**src/rtl/dmem_arbiter.sv**
```systemverilog
// Data RAM arbiter: CPU MEM stage vs debug/DMA port, fixed CPU priority with
// an anti-starvation counter so the debug port cannot be locked out forever.
module dmem_arbiter #(
  parameter int ADDR_W     = 12,
  parameter int DATA_W     = 32,
  parameter int STARVE_MAX = 4
) (
  input  logic              clk,
  input  logic              rst,
  input  logic              cpu_req,
  input  logic              cpu_we,
  input  logic [ADDR_W-1:0] cpu_addr,
  input  logic [DATA_W-1:0] cpu_din,
  input  logic [1:0]        cpu_mode,
  output logic              cpu_stall,
  output logic [DATA_W-1:0] cpu_rdata,
  output logic              cpu_rvalid,
  input  logic              dbg_req,
  input  logic              dbg_we,
  input  logic [ADDR_W-1:0] dbg_addr,
  input  logic [DATA_W-1:0] dbg_din,
  input  logic [1:0]        dbg_mode,
  output logic              dbg_gnt,
  output logic [DATA_W-1:0] dbg_rdata,
  output logic              dbg_rvalid,
  output logic [ADDR_W-1:0] ram_addr,
  output logic [DATA_W-1:0] ram_din,
  output logic [1:0]        ram_mode,
  output logic              ram_sel,
  output logic              ram_we,
  output logic              ram_re,
  input  logic [DATA_W-1:0] ram_dout
);

  typedef enum logic {IDLE, RESP} state_t;

  localparam logic [3:0] STARVE_LIM = 4'(STARVE_MAX);

  state_t     state;
  logic       owner_dbg;
  logic [3:0] starve_cnt;
  logic       in_idle;
  logic       grant_cpu;
  logic       grant_dbg;

  // Arbitration is purely combinational so a write lands in its request cycle.
  // Reset blocks any grant so the RAM sees no select while rst is high.
  always_comb begin
    in_idle   = (state == IDLE) && !rst;
    grant_dbg = in_idle && dbg_req && (!cpu_req || (starve_cnt == STARVE_LIM));
    grant_cpu = in_idle && cpu_req && !grant_dbg;
  end

  always_comb begin
    ram_sel  = 1'b0;
    ram_we   = 1'b0;
    ram_re   = 1'b0;
    ram_addr = '0;
    ram_din  = '0;
    ram_mode = 2'b00;
    if (grant_dbg) begin
      ram_sel  = 1'b1;
      ram_we   = dbg_we;
      ram_re   = !dbg_we;
      ram_addr = dbg_addr;
      ram_din  = dbg_din;
      ram_mode = dbg_mode;
    end else if (grant_cpu) begin
      ram_sel  = 1'b1;
      ram_we   = cpu_we;
      ram_re   = !cpu_we;
      ram_addr = cpu_addr;
      ram_din  = cpu_din;
      ram_mode = cpu_mode;
    end
  end

  // The pipeline is released by a granted CPU write or by the CPU's response cycle.
  always_comb begin
    dbg_gnt    = grant_dbg;
    cpu_rvalid = !rst && (state == RESP) && !owner_dbg;
    dbg_rvalid = !rst && (state == RESP) && owner_dbg;
    cpu_stall  = cpu_req && (rst || !((grant_cpu && cpu_we) || cpu_rvalid));
  end

  always_ff @(posedge clk) begin
    if (rst) begin
      state      <= IDLE;
      owner_dbg  <= 1'b0;
      starve_cnt <= '0;
      cpu_rdata  <= '0;
      dbg_rdata  <= '0;
    end else begin
      case (state)
        IDLE: begin
          // Count only CPU wins that actually made the debug port wait.
          if (grant_dbg || !dbg_req)
            starve_cnt <= '0;
          else if (grant_cpu && (starve_cnt != STARVE_LIM))
            starve_cnt <= starve_cnt + 4'd1;

          if (grant_dbg && !dbg_we) begin
            dbg_rdata <= ram_dout;
            owner_dbg <= 1'b1;
            state     <= RESP;
          end else if (grant_cpu && !cpu_we) begin
            cpu_rdata <= ram_dout;
            owner_dbg <= 1'b0;
            state     <= RESP;
          end
        end
        RESP: state <= IDLE;
        default: state <= IDLE;
      endcase
    end
  end

endmodule

```
**config.mk**
```make
export PLATFORM = sky130hd
export DESIGN_NAME = dmem_arbiter
export DESIGN_NICKNAME = d
export VERILOG_FILES = /design/src/rtl/dmem_arbiter.sv
export SDC_FILE = /design/constraint.sdc
export NUM_CORES = 1
export LEC_CHECK = 0
export BUFFER_PORTS_ARGS = -buffer_cell sky130_fd_sc_hd__buf_4
export CAP_MARGIN = 20
export CORE_MARGIN = 3
export CORE_UTILIZATION = 39
export DETAILED_ROUTE_END_ITERATION = 12
export GPL_TIMING_DRIVEN = 0
export PLACE_DENSITY_LB_ADDON = 0.1
export SYNTH_ARGS = -nofsm -noshare
export SYNTH_HDL_FRONTEND = slang
export SYNTH_SLANG_ARGS = --single-unit
```
**constraint.sdc**
```tcl
create_clock -name clk -period 4.7 [get_ports clk]
set_input_delay 0.705 -clock clk [delete_from_list [all_inputs] [get_ports clk]]
set_output_delay 0.705 -clock clk [all_outputs]
set_load 0.005 [all_outputs]
```
# Word level (Yosys, flattened, before mapping)

Index checks and enable logic that the tools add are counted.

Muxes and demuxes: 19
Add/subtract/negate cells: 1
Reduce and logical (&&, ||, !) cells: 31
Bitwise logic cells: 2
Eq/ne operators: 2

Operator list:

| kind                                                                  | number |
|---|---|
| 32-bit 2-to-1 mux                                                     | 2 |
| 12-bit 2-to-1 mux                                                     | 2 |
| 1-bit logical AND                                                     | 13 |
| 1-bit 2-to-1 mux                                                      | 10 |
| 1-bit zero test                                                       | 8 |
| 4-bit 2-to-1 mux                                                      | 2 |
| 2-bit AND reduction                                                   | 3 |
| 4-bit by 1-bit adder with 4-bit output, second input constant         | 1 |
| 4-bit by 3-bit equality test with 1-bit output, second input constant | 1 |
| 1-bit logical OR                                                      | 4 |
| 2-bit 2-to-1 mux                                                      | 2 |
| 4-bit by 3-bit != test with 1-bit output, second input constant       | 1 |
| 2-bit nonzero test                                                    | 2 |
| 3-bit AND reduction                                                   | 1 |
| 1-bit inverter                                                        | 2 |
| 1-bit one-hot mux with 2 select lines                                 | 1 |

Register bits: 70
Output and inout port bits: 117

# Logic depth before layout (Yosys ltp)

Word-level depth: 11
Gate-level depth with buffers: 8
Mapped depth without buffers: 5

# Worst setup path before layout

Ideal clock, no wire load.

Kind: input port to output port
From: in dbg_req
To: out ram_din[12]
Required time: 3995 ps
Path buffers: 3
Data arrival time: 1917 ps
Stages: 6
Path slack: 2078 ps
Path through: and4b_1 > clkbuf_1 > nor4_2 > buf_2 > buf_1 > a22o_1

Word-level cells in the longest chain between the ends: 6

RTL lines:

| what                               | RTL line | source |
|---|---|---|
| start, declared                    | 18       | `input logic dbg_req,` |
| 1-bit logical AND (*) (2 in a row) | 50       | `grant_dbg = in_idle && dbg_req && (!cpu_req \|\| (starve_cnt == STARVE_LIM));` |
| 1-bit zero test                    | 51       | `grant_cpu = in_idle && cpu_req && !grant_dbg;` |
| 1-bit logical AND                  | 51       |  |
| 32-bit 2-to-1 mux                  | 68       | `end else if (grant_cpu) begin` |
| 32-bit 2-to-1 mux (*)              | 61       | `if (grant_dbg) begin` |
| end, declared                      | 27       | `output logic [DATA_W-1:0] ram_din,` |

Every way passes the cells marked *; elsewhere a longest branch is shown, timed or not.

# Worst setup path after layout

From: reg starve_cnt[0]
To: out ram_din[21]

Word-level cells in the longest chain between the ends: 7

RTL lines:

| what                                               | RTL line | source |
|---|---|---|
| start, declared                                    | 41       | `logic [3:0] starve_cnt;` |
| start signal, assigned                             | 100      | `starve_cnt <= starve_cnt + 4'd1;` |
| 4-bit by 3-bit equality test with 1-bit output (*) | 50       |  |
| 1-bit logical OR (*)                               | 50       |  |
| 1-bit logical AND (*)                              | 50       |  |
| 1-bit zero test                                    | 51       |  |
| 1-bit logical AND                                  | 51       |  |
| 32-bit 2-to-1 mux                                  | 68       |  |
| 32-bit 2-to-1 mux (*)                              | 61       |  |

Marks and branches as above.

==> impl_metrics.yaml <==
run_status:
  status: "finished clean"
drt:
  drtAntennaViolNets: 0
  wirelength_mm: 14.1
  vias: 3844
  wl_per_cell_um: 19.6
  drt_iter0_markers: 194
  viasPerCell: 5.32
  drcViolationCount: 0
  drt-pass1-iter-count: 4
yosys:
  syn_avg_cell_area_um2: 9.57
  netlist_instances: 356
  ys_ff_latch: 70
  synth_cell_type_count: 35
  syn_area_um2: 3410
  syn_nets: 488
  seq_area_frac_synth_pct: 41.1
  synth_warnings: 0
clock_network:
  cts_tree: "done"
  clock_latency_ns: 0.35
  cts-root-buf: "clkbuf_8"
  holdBufCountCts: 0
  cts_setup_buffers: 0
  clock_path_buffers: 2
  clk_pin_slew_ns: 0.07
  cts_buffers: 9
  cts_resized: 0
  cts-htree-levels: 3
  clock-sinks: 70
critical_path:
  critical_path.startpoint_type: "flip-flop"
  crit_start: "starve_cnt[0]"
  endpoint: "ram_din[21]"
  critPathMaxStageDelay_ns: 0.42
  crit_arrival_ns: 2.86
  path_buf_inv: 5
  r2r_cells: 5
  worst-setup-path-type: "flip-flop to output port"
  cp_slowest_cell: "buf_1"
  endpoint_kind: "output port"
  required_ns: 3.99
  r2r-start: "state"
  rr_endpoint: "cpu_rdata[19]"
  cp.depth: 9
  r2r_slack_ns: 2.74
  path_max_fanout: 10
  crit_chain: "inv_1 > ha_1 > and4b_1 > clkbuf_1 > nor4_2 > buf_2 > buf_1 > a22o_1 > buf_4"
  cp_top_family: "buffers and inverters"
sta:
  relSlewSlack_pct: 55.7
  skew_ns: 0.00862
  rsz0062_at_grt: "false"
  finalSetupViolations: 0
  timing.hold.ws_ns: 0.483
  tightest_slew_ns: 0.663
  drv_slew: 0
  finalHoldViolCount: 0
  setup_tns_ns: 0
  min_period_over_period_pct: 75.9
  min_period_ns: 3.57
  timing.fmax_ghz: 0.280
finish:
  area_delta_synth_final_pct: 64.6
  antenna_cells: 0
  nets: 745
  drive_gt1_share_pct: 48.7
power:
  leakage_nw: 2.68
  max-vdd-ir-drop_mv: 0.254
  p_seq_share_pct: 42.8
  p_int_mw: 1.09
  power_density_nw_per_um2: 260
  p_switching_uw: 369
  switching_share_pct: 25.3
  p_comb_share_pct: 20.1
  clkPwrFrac_pct: 37.1
die:
  dieArea_um2: 9890
  core_um2: 8340
  initial_utilization_pct: 40.8
  ios: 247
  die_h_um: 99.5
  die_w_um: 99.5
  rows: 33
global_route:
  grt_pass1_vias: 3766
  grt-ovfl-total: 0
  grt_pass1_wl_mm: 21.0
  grt_max_degree: 14
  antenna_found_initial: 0
  grt_use_total_pct: 27.5
place:
  port_buffers: 246
  dpl.hpwl_mm: 11.3
  globalplace.congestion: 0.864
run:
  cap_violations: 0
min_path:
  hp-class: "flip-flop to flip-flop"
==> placed cells by master (no fill, tap or decap), types with 2 or more instances in the layout <==
cell and count:
a22o_1 47, nand3_1 33, buf_2 7, buf_4 249, mux2_2 5, a211oi_1 2
mux2_1 10, nor3b_1 3, nand4b_1 4, dfxtp_1 70, a21oi_1 36, inv_1 5
clkbuf_8 9, clkbuf_1 24, buf_6 3, o21ai_1 5, mux2_4 17, o21ai_0 29
nor2b_1 32, ha_1 2, inv_6 2, nand2_1 3, buf_1 3, bufinv_16 2
==> power groups by stage <==
stage | sequential, mW | combinational, mW | clock, mW
6_report | 0.624 | 0.293 | 0.542
3_5_place_dp | 0.638 | 0.291 | 0
3_3_place_gp | 0.637 | 0.287 | 0
4_1_cts | 0.624 | 0.293 | 0.551
5_1_grt | 0.627 | 0.313 | 0.576
2_1_floorplan | 0.638 | 0.0958 | 0
==> worst min path at each step <==
stage | start | end | slack [ns] | cells past startpoint
after floorplan | starve_cnt[1] | starve_cnt[1] | 0.46 | 2
after global placement | cpu_rdata[27] | cpu_rdata[27] | 0.46 | 2
after detailed placement | cpu_rdata[13] | cpu_rdata[13] | 0.47 | 2
after CTS | cpu_rdata[18] | cpu_rdata[18] | 0.48 | 2
after global routing | cpu_rdata[22] | cpu_rdata[22] | 0.50 | 2
final | cpu_rdata[21] | cpu_rdata[21] | 0.48 | 2
==> worst min-delay path: cells and delay by family, from the launching register on <==
kind	cells	cell delay, ns
flops	1	0.31
compound gates	2	0.13
==> registers in the layout, summed over array words and instances (netlist names) <==
name / count
cpu_rdata: 32
dbg_rdata: 32
starve_cnt: 4
owner_dbg: 1
state: 1
==> per-layer routing <==
| metal | track usage [%] | up-vias | share of wire (%) |
|---|---|---|---|
| met2 | 47.2 | 178 | 49 |
| met4 | 9.03 | 0 | 2.4 |
| met5 | 0 | - | 0 |
| met3 | 8.77 | 26 | 9.1 |
| li1 | - | 1818 | - |
| met1 | 32.4 | 1822 | 39 |
==> kinds of logic (layout without fill, tap and decap cells) <==
logic type	after synthesis	count (layout)	share of synthesized area, %
fa+ha+maj	2	2	0.734
compound gates	124	124	24.4
flops	70	70	41.1
mux	32	32	12.4
simple gates	84	84	15.2
buf+inv	44	306	6.10
==> stage by stage <==
step / instance area, um^2 / power (mW) / setup WS, ns / std cells / util (%)
finish: 5610 / 1.46 / 1.13 / 723 / 67.2
global route: 5610 / 1.52 / 0.992 / 723 / 67.2
detailed placement: 5390 / 0.929 / 1.37 / 707 / 64.6
floorplan: 3410 / 0.733 / 2.08 / 356 / -
global placement: 5390 / 0.923 / 1.35 / 707 / 64.6
CTS: 5610 / 1.47 / 1.16 / 723 / 67.2
==> synthesized netlist by cell type (all sizes together) <==
library cell | count | area (um^2)
a2111oi | 1 | 15.0
a211oi | 2 | 15.0
a21o | 1 | 7.51
a21oi | 36 | 180
a221oi | 1 | 15.0
a22o | 47 | 412
a22oi | 1 | 7.51
and2 | 1 | 6.26
and4b | 1 | 10.0
buf | 16 | 103
clkbuf | 23 | 86.3
dfxtp | 70 | 1400
ha | 2 | 25.0
inv | 5 | 18.8
mux2 | 32 | 424
nand2 | 3 | 11.3
nand2b | 1 | 6.26
nand3 | 33 | 165
nand3b | 1 | 7.51
nand4b | 4 | 35.0
nor2b | 32 | 200
nor3b | 3 | 22.5
nor4 | 1 | 12.5
nor4b | 1 | 15.0
o21ai | 34 | 170
o32ai | 1 | 8.76
or3 | 1 | 6.26
or4b | 2 | 20.0
==> cell type report <==
| class | instances | area [um^2] |
|---|---|---|
| plain buffers | 39 | 189 |
| clock buffers | 10 | 128 |
| clock inverters | 6 | 93.8 |
| fillers | 718 | 2730 |
| inverters | 5 | 18.8 |
| multi-input cells | 242 | 1800 |
| flip-flops and latches | 70 | 1400 |
| well taps | 105 | 131 |
| repair buffers | 246 | 1850 |
Power figures use the tool's default switching activity.
